$ cat src/rtl/fetch_unit.sv
// fetch_unit: issues instruction memory reads from the PC stage and buffers
// the returning words in a 2-entry FIFO of {pc, instr} for the decoder.
// Optional macro FETCH_HALT_EN: an all-ones instruction pushed into the
// queue halts fetching until the next flush or reset.
module fetch_unit #(
  parameter int IMM_S   = 4,
  parameter int INSTR_W = 8
) (
  input  logic               clk,
  input  logic               reset,
  input  logic [IMM_S-1:0]   pc_in,
  input  logic               pc_valid,
  output logic               pc_stall,
  input  logic               flush,
  output logic               mem_en,
  output logic [IMM_S-1:0]   mem_addr,
  input  logic [INSTR_W-1:0] mem_rdata,
  output logic               instr_valid,
  input  logic               instr_ready,
  output logic [INSTR_W-1:0] instr,
  output logic [IMM_S-1:0]   instr_pc
);

  logic [1:0]         count;
  logic               req_v;
  logic [IMM_S-1:0]   req_pc;
  logic [IMM_S-1:0]   q_pc    [2];
  logic [INSTR_W-1:0] q_instr [2];

  logic       pop;
  logic       push;
  logic       issue;
  logic [1:0] occ;
  logic       wr_idx;

`ifdef FETCH_HALT_EN
  logic halted;
`endif

  // Issue/stall decision and queue head presentation.
  // The stall test counts a same-cycle pop as freeing a slot, which is what
  // lets back-to-back fetches sustain one instruction per cycle.
  always_comb begin
    pop         = (count != 2'd0) && instr_ready;
    push        = req_v;
    occ         = count + {1'b0, req_v} - {1'b0, pop};
    pc_stall    = flush || (occ >= 2'd2);
`ifdef FETCH_HALT_EN
    if (halted) pc_stall = 1'b1;
`endif
    issue       = reset && pc_valid && !pc_stall;
    mem_en      = issue;
    mem_addr    = pc_in;
    wr_idx      = (count == 2'd1) && !pop;
    instr_valid = (count != 2'd0);
    instr       = q_instr[0];
    instr_pc    = q_pc[0];
  end

  // In-flight request tracking, FIFO storage and occupancy.
  always_ff @(posedge clk or negedge reset) begin
    if (!reset) begin
      count  <= '0;
      req_v  <= 1'b0;
      req_pc <= '0;
      for (int unsigned i = 0; i < 2; i++) begin
        q_pc[i]    <= '0;
        q_instr[i] <= '0;
      end
`ifdef FETCH_HALT_EN
      halted <= 1'b0;
`endif
    end else if (flush) begin
      count  <= '0;
      req_v  <= 1'b0;
`ifdef FETCH_HALT_EN
      halted <= 1'b0;
`endif
    end else begin
      req_v <= issue;
      if (issue) req_pc <= pc_in;
      if (pop) begin
        q_pc[0]    <= q_pc[1];
        q_instr[0] <= q_instr[1];
      end
      // A push into slot 0 during a pop overrides the shift above.
      if (push) begin
        q_pc[wr_idx]    <= req_pc;
        q_instr[wr_idx] <= mem_rdata;
      end
      count <= count + {1'b0, push} - {1'b0, pop};
`ifdef FETCH_HALT_EN
      if (push && (&mem_rdata)) halted <= 1'b1;
`endif
    end
  end

endmodule

$ cat config.mk
export PLATFORM = sky130hd
export DESIGN_NAME = fetch_unit
export DESIGN_NICKNAME = d
export VERILOG_FILES = /design/src/rtl/fetch_unit.sv
export SDC_FILE = /design/constraint.sdc
export NUM_CORES = 1
export LEC_CHECK = 0
export CAP_MARGIN = 20
export CORE_UTILIZATION = 28
export CTS_BUF_LIST = sky130_fd_sc_hd__clkbuf_2 sky130_fd_sc_hd__clkbuf_4 sky130_fd_sc_hd__clkbuf_8
export DETAILED_ROUTE_END_ITERATION = 8
export SYNTH_ARGS = -nofsm -noshare
export SYNTH_HDL_FRONTEND = slang
export SYNTH_SLANG_ARGS = --single-unit
export TNS_END_PERCENT = 20
$ cat constraint.sdc
create_clock -name clk -period 5.6 [get_ports clk]
set_clock_uncertainty 0.2 [all_clocks]
set_input_delay 0.84 -clock clk [delete_from_list [all_inputs] [get_ports clk]]
set_output_delay 0.84 -clock clk [all_outputs]
set_load 0.05 [all_outputs]
==> metrics.log <==
[metrics] Hold/Removal Path Class: reg2reg
[metrics] Detail Route met2 WL: 1476 µm
[metrics] maximum level of the CTS H-tree: 2
[metrics] buffer cell driving the clock tree root: sky130_fd_sc_hd__clkbuf_8
[metrics] post-synth top area cell: sky130_fd_sc_hd__dfrtp_1
[metrics] global-route total usage across every layer: 0.1137
[metrics] final setup TNS: 0 ps
[metrics] die span in x: 73.56 µm
[metrics] RSZ-0062 raised after global routing: no
[metrics] drc violations: 0
[metrics] share of synthesized cell area in and, or, nand and nor gates: 0.05846
[metrics] syn nets: 132
[metrics] Critical Path End Type: output pin
[metrics] Reg-to-Reg End: req_pc[2]
[metrics] Worst Max-Slew Pin Slew: 688.9 ps
[metrics] pin count of the biggest net entering global routing: 24
[metrics] layout overhead on the synthesized area: 26.61%
[metrics] Die Footprint: 5411 µm²
[metrics] number of iterations in the first detailed-routing pass: 4
[metrics] initial standard-cell utilization of the core: 0.2977
[metrics] Peak VDD IR: 0.1775 mV
[metrics] fraction of the yosys area taken by sequential cells: 0.5410
[metrics] count of unique library cells instantiated by Yosys: 26
[metrics] mean routed wirelength per cell: 13.79 µm
[metrics] Detailed Place HPWL: 1961 µm
[metrics] internal reg-to-reg setup slack: 3150 ps
[metrics] highest clock frequency the design can meet: 223.5 MHz
[metrics] top cells by instance count after synthesis: sky130_fd_sc_hd__dfrtp_1, sky130_fd_sc_hd__buf_4, sky130_fd_sc_hd__mux2_2, sky130_fd_sc_hd__inv_1, sky130_fd_sc_hd__a222oi_1
[metrics] first-pass GRT wire length: 4374 µm
[metrics] number of input and output port buffers inserted: 35
[metrics] reg-to-reg critical path startpoint: count[1]
[metrics] minimum clock period: 4474 ps
[metrics] post-synthesis mux area share: 0.1396
[metrics] starting DRC count in detailed routing: 108
[metrics] main flop type after synthesis: sky130_fd_sc_hd__dfrtp_1
[metrics] number of sinks handled by clock tree synthesis: 31
[metrics] Top Ports: 36
[metrics] number of gates resized after CTS: 0
[metrics] aggregate global routing overflow: 0
[metrics] area of the multi-input gates: 457.9 µm²
[metrics] depth of the most critical reg-to-reg path: 7
[metrics] Longest Clk Path Bufs: 2
[metrics] top routing layer in use: met4
[metrics] clock buffer count from CTS: 5
[metrics] routability-driven placement congestion ratio: 0.7289
[metrics] type of element launching the critical path: input port
[metrics] count of non-filler cells in the finished layout: 204
[metrics] combinational family with the most area after synthesis: buffers and inverters
[metrics] post-route fraction of the period consumed by the critical path: 0.7989
[metrics] critical setup path kind: in2out
[metrics] post-synthesis share of cell area spent on xor and xnor gates: 0.01222
[metrics] average size of a mapped cell: 12.58 µm²
[metrics] Slew HR: 0.5393
[metrics] Routed met3 length: 152 µm
[metrics] most frequently used cell type in the post-synthesis netlist: sky130_fd_sc_hd__dfrtp_1
[metrics] row count: 25
[metrics] via count of the routed design: 945
[metrics] data required time of the worst path: 4560 ps
[metrics] number of cells on the worst hold path: 2
[metrics] source-to-sink clock delay at the later pin of the worst-skew pair: 270 ps
[metrics] Hold Fails Final Rpt: 0
[metrics] compound-gate portion of the synthesized area: 0.1003
[metrics] arithmetic-cell share of the synthesized area counting full adders, half adders and majority gates: 0.008726
[metrics] TritonCTS clock tree: built
[metrics] antenna violation net count after detailed routing: 0
[metrics] via count of the first global-routing pass: 919
[metrics] status: complete, no violations
[metrics] clock transition at the register clock pins on the worst setup and hold paths after CTS: 60 ps
[metrics] Arr. time, crit path: 3430 ps
[metrics] Maximum Capacitance Violations: 0
[metrics] Final Max Tran Viols: 0
[metrics] nets: 156
[metrics] number of failing setup endpoints in the final timing report: 0
[metrics] async set-or-reset flop fraction in the synthesized netlist: 1.000
[metrics] worst-case hold path end point: instr_pc[1]
[metrics] cell types occupying the most area after synthesis: sky130_fd_sc_hd__dfrtp_1, sky130_fd_sc_hd__mux2_2, sky130_fd_sc_hd__a222oi_1
[metrics] Synthesis Warnings: 0
[metrics] Antenna Diode Count: 0
[metrics] Std-Cell Core Area: 4817 µm²
[metrics] number of enable-type register cells in the synthesized netlist: 0
[metrics] setup fix buffers added after clock tree synthesis: 0
[metrics] mapped cell area: 1434 µm²
[metrics] flop and latch count out of synthesis: 31
[metrics] routed wire length: 2814 µm
[metrics] met1 routed wirelength after detailed routing: 1158 µm
[metrics] Placed Instances: 198
[metrics] highest net fanout along the worst path: 5
[metrics] cell count after synthesis: 114
[metrics] antenna violations before repair: 0
[metrics] area share of the largest cell type after synthesis: 0.5410
[metrics] leakage power of the design: 0.8662 nW
[metrics] Layout fillers: 479
[metrics] count of hold buffers inserted by post-cts repair: 0
[metrics] Vert. Die Dim: 73.56 µm
[metrics] area taken by flip-flops and latches: 775.7 µm²
[metrics] per-cell via count in the routed design: 4.632
[metrics] power density over the cells: 512.7 nW/µm²
[metrics] share of cells above drive strength 1: 0.2117
-- layout by cell type (no fill, tap or decap) --
| cell type | n |
|---|---|
| sky130_fd_sc_hd__a211o_2 | 1 |
| sky130_fd_sc_hd__a21oi_2 | 1 |
| sky130_fd_sc_hd__a222oi_1 | 12 |
| sky130_fd_sc_hd__and4bb_2 | 1 |
| sky130_fd_sc_hd__buf_4 | 3 |
| sky130_fd_sc_hd__clkbuf_4 | 1 |
| sky130_fd_sc_hd__clkbuf_8 | 5 |
| sky130_fd_sc_hd__clkdlybuf4s50_1 | 35 |
| sky130_fd_sc_hd__dfrtp_1 | 31 |
| sky130_fd_sc_hd__ha_1 | 1 |
| sky130_fd_sc_hd__inv_1 | 13 |
| sky130_fd_sc_hd__mux2_2 | 16 |
| sky130_fd_sc_hd__mux2i_1 | 2 |
| sky130_fd_sc_hd__nand2b_1 | 2 |
| sky130_fd_sc_hd__nand3_1 | 1 |
| sky130_fd_sc_hd__nand3b_1 | 1 |
| sky130_fd_sc_hd__nand4b_1 | 1 |
| sky130_fd_sc_hd__nor2_1 | 2 |
| sky130_fd_sc_hd__nor2b_1 | 1 |
| sky130_fd_sc_hd__nor3_1 | 2 |
| sky130_fd_sc_hd__nor3b_1 | 1 |
| sky130_fd_sc_hd__o21ai_0 | 1 |
| sky130_fd_sc_hd__or2_2 | 1 |
| sky130_fd_sc_hd__xnor2_1 | 1 |
| sky130_fd_sc_hd__xor2_1 | 1 |
-- kinds of logic (layout without fill, tap and decap cells) --
family,after synthesis,count (layout)
buf+inv,34,57
flops,31,31
mux,18,18
compound gates,15,15
simple gates,13,13
xor+xnor,2,2
fa+ha+maj,1,1
-- power by group --
group	switching [mW]	internal, mW
Clock	0.0695	0.0873
Combinational	0.254	0.168
Sequential	0.0491	0.303
Total	0.372	0.558
-- worst max-delay path, cell delays in order --
cell and delay, ps:
sky130_fd_sc_hd__clkdlybuf4s50_1 510, sky130_fd_sc_hd__o21ai_0 180, sky130_fd_sc_hd__xnor2_1 170, sky130_fd_sc_hd__ha_1 230
sky130_fd_sc_hd__nor2_1 100, sky130_fd_sc_hd__nand3_1 100, sky130_fd_sc_hd__mux2i_1 410, sky130_fd_sc_hd__clkdlybuf4s50_1 900
-- per-layer routing --
layer	vias up	global-route usage
met1	476	0.1250
met5	-	0
li1	443	-
met3	2	0.05487
met4	0	0.06197
met2	24	0.1804
-- area by class of cell --
class | instances | area share
flip-flops and latches | 31 | 0.4273
multi-input cells | 49 | 0.2522
repair buffers | 38 | 0.2054
well taps | 67 | 0.04618
clock buffers | 6 | 0.04204
inverters | 13 | 0.02688
-- through the flow --
step | hold slack [ps] | util | power (mW) | area (µm²) | worst slack, ps
floorplan | 253.6 | - | 0.6979 | 1434 | 2030
global placement | 260.5 | 0.3610 | 0.7685 | 1739 | 1156
detailed placement | 269.4 | 0.3610 | 0.7824 | 1739 | 1128
CTS | 283.4 | 0.3769 | 0.9428 | 1815 | 1114
global route | 304.4 | 0.3769 | 0.9842 | 1815 | 908.6
finish | 280.5 | 0.3769 | 0.9307 | 1815 | 1126
-- how the worst max path moves through the flow --
stage	from	end	slack (ps)	cells past startpoint
2_1_floorplan	instr_ready	mem_en	2030	6
3_3_place_gp	instr_ready	mem_en	1160	8
3_5_place_dp	instr_ready	mem_en	1130	8
4_1_cts	instr_ready	mem_en	1110	8
5_1_grt	instr_ready	mem_en	910	8
6_report	instr_ready	mem_en	1130	8
(Power assumes the default switching activity.)
==> patch, RTL diff (config.mk and constraints unchanged) <==
The option `FETCH_HALT_EN` is turned on by a define.
--- a/src/rtl/fetch_unit.sv
+++ b/src/rtl/fetch_unit.sv
@@ -2,6 +2,8 @@
 // the returning words in a 2-entry FIFO of {pc, instr} for the decoder.
 // Optional macro FETCH_HALT_EN: an all-ones instruction pushed into the
 // queue halts fetching until the next flush or reset.
+`define FETCH_HALT_EN
+
 module fetch_unit #(
   parameter int IMM_S   = 4,
   parameter int INSTR_W = 8
Formal check against the unedited RTL: not equivalent (a bounded check fails within 4 cycles, from zero or initial values and one cycle with reset low).
==> patch against the unedited design <==
  * Wire length rose by 8.6%
  * Sequential power grew 3%
  * Design area up 7.2%
  * Setup slack improved by 38 ps
  * Synthesized area is 6.1% higher
  * Utilization barely moved
  * Power rose by 8.9%
  * Sequential cell count rose by 1
  * Largest cell class unchanged
  * Largest power group unchanged
==> patch: results (changes against the unedited design) <==
metric;value;unit;change
seq_area_frac_synth;0.526;;-0.0147
place_congestion;0.756;;+3.7%
vias_per_cell;4.69;;+1.2%
status;completed;;
r2r_end;req_pc[0];;
stdcell_count;215;;+5.4%
firstDrtPassIters;5;;+1
nets;162;;+3.8%
place_inst;207;;+4.5%
hold_path_class;reg2reg;;
whs;274;ps;-6.89 ps
use_met1;0.150;;+0.0249
fin_crit_sh;0.792;;-0.00683
gr-usage-met3;0.0410;;-0.0139
wl_met2;1440;µm;-2.6%
drive_gt1_frac;0.207;;-0.00478
r2r_slack;3350;ps;+200 ps
max_stage_delay;870;ps;-30 ps
wl_met3;184;µm;+21%
dr.first_iter.drc_count;86;;-20%
dp_slack;1170;ps;+45.9 ps
leakage;0.920;nW;+6.2%
crit_end;mem_en;;
fillers;477;;-0.42%
gr-usage-met2;0.201;;+0.0210
insertion_delay;290;ps;+20 ps
vdd.ir_drop.worst;0.000185;V;+4.2%
synth_ff_type;dfrtp_1;;
gr-total-overflow;0;;unchanged
fin_util;0.376;;-0.000492
wl_per_cell;14.2;µm;+3.0%
synthTopCellsByArea;dfrtp_1 (53%), a222oi_1 (7.9%), buf_4 (7.9%), mux2_2 (6.7%), mux2_4 (3.9%);;
grt_max_degree;25;;+4.2%
syn_inst;119;;+4.4%
ys_types;29;;+12%
grt_pass1_wl;5090;µm;+16%
syn_nets;137;;+3.8%
busiest_layer;met2;;
r2r_cells;6;;-1
max_slew_margin;0.577;;+0.0375
hpwlAfterDp;2210;µm;+13%
met1_length;1370;µm;+18%
min_to;instr[6];;
p_sw;0.390;mW;+4.8%
placed_area;0.00184;mm²;+5.5%
worstPathArrival;3400;ps;-30 ps
ys_top_cells_by_count;dfrtp_1 (32), buf_4 (16), inv_1 (13);;
grt_usage;0.125;;+0.0110
grt_pass1_vias;1052;;+14%
patch: kinds of logic (layout without fill, tap and decap cells):
group,after synthesis,after routing,share of synthesized area
AOI/OAI and AO/OA,16,16,0.0995
and+or+nand+nor,17,17,0.0765
buffers and inverters,33,59,0.128
xor gates and xnor gates,2,2,0.0115
muxes,18,18,0.150
DFF,32,32,0.526
adders and majority gates,1,1,0.00822
patch: cell type report:
| class | instances | area share |
|---|---|---|
| sequential | 32 | 0.411 |
| tap | 70 | 0.0450 |
| inverter | 13 | 0.0251 |
| multi-input combinational | 54 | 0.270 |
| clock inverter | 2 | 0.0180 |
| clock buffer | 6 | 0.0392 |
| timing repair buffer | 38 | 0.192 |
patch: power by group through the flow:
stage	logic, mW	registers, mW	clock network, mW
global placement	0.429	0.360	0
global route	0.460	0.373	0.237
CTS	0.438	0.363	0.227
detailed placement	0.437	0.367	0
finish	0.431	0.362	0.220
floorplan	0.369	0.348	0
